===== config.mk =====
export PLATFORM = sky130hd
export DESIGN_NAME = sys_clkdiv_rstseq
export DESIGN_NICKNAME = d
export VERILOG_FILES = /design/src/rtl/sys_clkdiv_rstseq.sv
export SDC_FILE = /design/constraint.sdc
export NUM_CORES = 1
export LEC_CHECK = 0
export ABC_CLOCK_PERIOD_IN_PS = 7900
export CORE_ASPECT_RATIO = 1.25
export CORE_MARGIN = 1.5
export CORE_UTILIZATION = 40
export DETAILED_ROUTE_END_ITERATION = 7
export SETUP_SLACK_MARGIN = 0.02
export SLEW_MARGIN = 15
export SYNTH_ARGS = -nofsm -noshare
export SYNTH_HDL_FRONTEND = slang
export SYNTH_SLANG_ARGS = --single-unit

===== constraint.sdc =====
create_clock -name clk -period 7.9 [get_ports clk]
set_input_delay 0.79 -clock clk [delete_from_list [all_inputs] [get_ports clk]]
set_output_delay 0.79 -clock clk [all_outputs]
set_load 0.02 [all_outputs]

===== src/rtl/sys_clkdiv_rstseq.sv =====
// Programmable clock-divider bank with an MMCM-lock-qualified peripheral
// reset sequencer. Every channel produces a registered square wave and a
// one-cycle tick per period. Divisors are double-buffered so that a change
// only takes effect at a period boundary.

// One divider channel: shadow/active divisor pair, phase counter and registered outputs.
module sys_clkdiv_ch #(
    parameter int DIV_W       = 16,
    parameter int DEFAULT_DIV = 256
) (
    input  logic             clk,
    input  logic             rst,
    input  logic             run,
    input  logic             div_load,
    input  logic [DIV_W-1:0] div_val,
    output logic             clk_div_o,
    output logic             tick_o
);
    localparam logic [DIV_W-1:0] DIV_MIN = DIV_W'(2);
    localparam logic [DIV_W-1:0] DIV_ONE = DIV_W'(1);
    localparam logic [DIV_W-1:0] DIV_RST = DIV_W'(DEFAULT_DIV);

    logic [DIV_W-1:0] shadow_q, shadow_d;
    logic [DIV_W-1:0] active_q, active_d;
    logic [DIV_W-1:0] cnt_q, cnt_d;
    logic [DIV_W-1:0] n_cur, n_nxt;
    logic             run_q;
    logic             clk_q, clk_d;
    logic             tick_q, tick_d;
    logic             wrap, restart;

    // cnt_q is the phase currently shown on the outputs. A new period begins
    // (phase 0) on a wrap, on the first running cycle, or while stopped.
    // Only at that point may the active divisor pick up the shadow value, and
    // a load arriving on that same cycle bypasses straight through.
    always_comb begin
        shadow_d = div_load ? div_val : shadow_q;
        n_cur    = (active_q < DIV_MIN) ? DIV_MIN : active_q;
        wrap     = run_q && (cnt_q == n_cur - DIV_ONE);
        restart  = !run || !run_q || wrap;
        active_d = restart ? shadow_d : active_q;
        n_nxt    = (active_d < DIV_MIN) ? DIV_MIN : active_d;
        cnt_d    = restart ? '0 : cnt_q + DIV_ONE;
        clk_d    = run && (cnt_d < (n_nxt >> 1));
        tick_d   = run && (cnt_d == n_nxt - DIV_ONE);
    end

    // Channel state registers; reset reloads the default divisor.
    always_ff @(posedge clk) begin
        if (rst) begin
            shadow_q <= DIV_RST;
            active_q <= DIV_RST;
            cnt_q    <= '0;
            run_q    <= 1'b0;
            clk_q    <= 1'b0;
            tick_q   <= 1'b0;
        end else begin
            shadow_q <= shadow_d;
            active_q <= active_d;
            cnt_q    <= cnt_d;
            run_q    <= run;
            clk_q    <= clk_d;
            tick_q   <= tick_d;
        end
    end

    assign clk_div_o = clk_q;
    assign tick_o    = tick_q;
endmodule

module sys_clkdiv_rstseq #(
    parameter int NUM_CH      = 4,
    parameter int DIV_W       = 16,
    parameter int DEFAULT_DIV = 256,
    parameter int RST_HOLD    = 16
) (
    input  logic                    clk,
    input  logic                    rst,
    input  logic                    locked,
    input  logic [NUM_CH-1:0]       ch_en,
    input  logic [NUM_CH*DIV_W-1:0] div_val,
    input  logic [NUM_CH-1:0]       div_load,
    output logic [NUM_CH-1:0]       clk_div_o,
    output logic [NUM_CH-1:0]       tick_o,
    output logic                    periph_rst_o,
    output logic [1:0]              seq_state_o
);
    localparam int HW = (RST_HOLD > 1) ? $clog2(RST_HOLD) : 1;
    localparam logic [HW-1:0] HOLD_LAST = HW'(RST_HOLD - 1);

    typedef enum logic [1:0] {
        ST_ASSERT    = 2'd0,
        ST_WAIT_LOCK = 2'd1,
        ST_HOLD      = 2'd2,
        ST_RUN       = 2'd3
    } seq_state_t;

    seq_state_t    state_q;
    logic [HW-1:0] hold_cnt_q;
    logic          periph_rst_q;
    logic          sync1_q, sync2_q;

    // Two-flop synchroniser for the asynchronous lock indication.
    always_ff @(posedge clk) begin
        if (rst) begin
            sync1_q <= 1'b0;
            sync2_q <= 1'b0;
        end else begin
            sync1_q <= locked;
            sync2_q <= sync1_q;
        end
    end

    // Reset sequencer: release the peripheral reset only after the lock has been stable for RST_HOLD cycles.
    always_ff @(posedge clk) begin
        if (rst) begin
            state_q      <= ST_ASSERT;
            hold_cnt_q   <= '0;
            periph_rst_q <= 1'b1;
        end else begin
            case (state_q)
                ST_ASSERT: begin
                    state_q      <= ST_WAIT_LOCK;
                    periph_rst_q <= 1'b1;
                end
                ST_WAIT_LOCK: begin
                    hold_cnt_q   <= '0;
                    periph_rst_q <= 1'b1;
                    if (sync2_q) state_q <= ST_HOLD;
                end
                ST_HOLD: begin
                    if (!sync2_q) begin
                        state_q      <= ST_WAIT_LOCK;
                        hold_cnt_q   <= '0;
                        periph_rst_q <= 1'b1;
                    end else if (hold_cnt_q == HOLD_LAST) begin
                        state_q      <= ST_RUN;
                        periph_rst_q <= 1'b0;
                    end else begin
                        hold_cnt_q   <= hold_cnt_q + 1'b1;
                        periph_rst_q <= 1'b1;
                    end
                end
                default: begin
                    if (!sync2_q) begin
                        state_q      <= ST_WAIT_LOCK;
                        periph_rst_q <= 1'b1;
                    end else begin
                        periph_rst_q <= 1'b0;
                    end
                end
            endcase
        end
    end

    assign periph_rst_o = periph_rst_q;
    assign seq_state_o  = state_q;

    // Divider channels run only when enabled and the peripherals are out of reset.
    for (genvar i = 0; i < NUM_CH; i++) begin : g_ch
        sys_clkdiv_ch #(
            .DIV_W       (DIV_W),
            .DEFAULT_DIV (DEFAULT_DIV)
        ) u_ch (
            .clk       (clk),
            .rst       (rst),
            .run       (ch_en[i] & ~periph_rst_q),
            .div_load  (div_load[i]),
            .div_val   (div_val[i*DIV_W +: DIV_W]),
            .clk_div_o (clk_div_o[i]),
            .tick_o    (tick_o[i])
        );
    end
endmodule


==> reports/metrics.csv <==
metric,value,unit
synth_cell_type_count,89,
place_congestion,0.930,
grt.total_usage,22.1,%
synth_edf_count,0,
netlist_top_cells_area,"dfxtp_1 (27%), nor2_1 (7.9%), xnor2_1 (6.8%)",
yosysWarnings,0,
crit_fanout,37,
drive_gt1_share,5.41,%
endpoint_kind,flip-flop,
start_util,40.6,%
rows,81,
core_area,39200,sq um
hold_path_class,reg -> reg,
required,8.37,ns
fp.dieH,226,um
dp_hpwl,35.0,mm
final_util,45.1,%
async_flop_share,0,%
first_iter_violations,1018,
ys_seq_elements,213,
rsz0062_at_grt,false,
port_buffers,85,
final_hold_viol_count,0,
synthFlopType,dfxtp_1,
cts_setup_buffers,0,
dp.cells,2490,
tns,0,ns
yosysSeqAreaShare,26.7,%
min_period,6.25,ns
antenna_found_initial,0,
cts.clk_slew.worst_paths,0.06,ns
routed-via-count,14429,
cts_root_buf,clkbuf_16,
drc,0,
peakVddDrop,149,uV
drtPass1Iterations,5,
crit_type,reg -> reg,
dieArea,41100,sq um
cts_hold_buffers,0,
cts_tree,yes,
grt_use_met3,2.31,%
fin_area,17700,sq um
cts_buffers,25,
placed_area,16900,sq um
wire_per_inst,18.0,um
skew,0.0300,ns
synth.most_common_cell,nor2_1,
finalSetupViolCount,0,
worst_pin_slew,0.955,ns
synth_top_cell_by_area,dfxtp_1,
fin_crit_sh,79.1,%
die_w,182,um
synthCells,2033,
synth_common_cells,"nor2_1 (337), dfxtp_1 (213), nand2_1 (139)",
total_leakage_power,7.08,nW
grt_first_pass_wirelength,73.8,mm
num-fill-cells,3889,
diodes,0,
cts_buffer_depth,3,
pin_count,86,
fmax,160,MHz
wl,45.6,mm
areaGrowthSynthToFinish,11.0,%
antenna_left,0,
syn_area_per_cell,7.84,sq um
grt_max_degree,61,
arrival,6.72,ns
final_cells,2533,
start_kind,flip-flop,
met2_usage,39.6,%
power.density,165,nW/um^2
relSlewSlack,36.3,%
clock_sinks,213,
viasPerCell,5.70,
gr-usage-met1,27.5,%
cts.htree.levels,1,
maxCapViolations,0,
post_cts_resized,0,
layout.nets,2168,
maxSlewViolCount,0,
status,"complete, no violations",
netlist_area,15900,sq um
r2r_setup_slack,1.65,ns
grt-ovfl-total,0,
synthesis.nets,2182,
busiest_layer,met2,
clk_latency,0.57,ns
synth_top_area_share,26.7,%
grt_pass1_vias,13937,
==> report_power, final <==
part           switching [mW]  total [mW]  internal (mW)
registers              0.0604        1.18           1.12
clock network           0.478        1.20          0.717
logic                   0.310       0.544          0.235
total                   0.848        2.92           2.07
==> final timing paths <==
kind         depth (start not counted)                                 from                           endpoint
min                                  2           hold_cnt_q[3]$_SDFFE_PP0P_         hold_cnt_q[3]$_SDFFE_PP0P_
max                                 23  g_ch[3].u_ch.active_q[3]$_SDFF_PP0_  g_ch[3].u_ch.clk_div_o$_SDFF_PP0_
min reg2reg                          2           hold_cnt_q[3]$_SDFFE_PP0P_         hold_cnt_q[3]$_SDFFE_PP0P_
max reg2reg                         23  g_ch[3].u_ch.active_q[3]$_SDFF_PP0_  g_ch[3].u_ch.clk_div_o$_SDFF_PP0_
==> placed cells by master (no fill, tap or decap), types with 25 or more instances in the layout <==
cell type,netlist,layout
dfxtp_1,213,213
nor2_1,337,337
a21oi_1,59,59
nand4_1,52,52
o21ai_0,88,88
xor2_1,86,86
clkbuf_16,0,25
a21o_1,29,29
nand3_1,69,69
xnor2_1,123,123
and3_1,25,25
ha_1,74,74
nor2b_1,27,27
inv_1,38,38
nand2_1,139,139
mux2i_1,93,93
clkdlybuf4s50_1,0,84
nor3_1,71,71
==> area by class of cell <==
class                   count  area, sq um  share of cell area [%]
inverters                  38          143                   0.806
multi-input cells        1643        10900                    61.5
clock inverters             8          130                   0.735
well taps                 498          623                    3.52
flip-flops and latches    213         4260                    24.1
clock buffers              35          703                    3.97
repair buffers             98          958                    5.42
==> critical path: stages (launching register included) <==
cell and delay [ns]:
dfxtp_1 0.44, nor4_1 0.61, nand2_1 0.25, nor3_1 0.34, nand2b_1 0.25, ha_1 0.25
nor4b_1 0.50, nand4_1 0.19, xnor2_1 0.17, a2111oi_0 0.35, nor4b_2 0.32, o2111ai_1 0.17
buf_4 0.21, nand2_1 0.14, buf_4 0.36, o21ai_0 0.19, ha_1 0.33, a21o_1 0.17
a21o_1 0.17, a21oi_1 0.20, nor2_1 0.06, a211oi_1 0.24, o221ai_1 0.14, a21oi_1 0.14
==> cells by family after synthesis <==
| logic type | Yosys count | synth area share (%) |
|---|---|---|
| DFF | 213 | 26.7 |
| and+or+nand+nor | 915 | 29.1 |
| muxes | 113 | 7.42 |
| adders and majority gates | 74 | 5.81 |
| buffers and inverters | 177 | 5.04 |
| xor gates and xnor gates | 212 | 11.9 |
| AOI/OAI and AO/OA | 329 | 14.0 |
==> sequential cells by signal, summed over array words and instances (netlist names) <==
| name | count |
|---|---|
| sync1_q | 1 |
| g_ch.u_ch.cnt_q | 64 |
| sync2_q | 1 |
| g_ch.u_ch.active_q | 64 |
| periph_rst_o | 1 |
| g_ch.u_ch.run_q | 4 |
| g_ch.u_ch.tick_o | 4 |
| hold_cnt_q | 4 |
| g_ch.u_ch.clk_div_o | 4 |
| g_ch.u_ch.shadow_q | 64 |
| seq_state_o | 2 |
==> through the flow <==
step	power (mW)	worst slack [ns]	hold WS, ns
floorplan	1.57	2.25	0.414
global placement	1.73	1.97	0.477
detailed placement	1.74	1.74	0.482
CTS	2.96	1.72	0.492
global route	3.07	0.963	0.521
finish	2.92	1.65	0.490
==> per-layer routing <==
layer / vias to the layer above / share of wire [%]
met4: 0 / 2.7
li1: 7193 / -
met3: 81 / 4.0
met2: 335 / 49
met5: - / 0
met1: 6820 / 44
No activity file was read; power rests on OpenSTA's default activity.
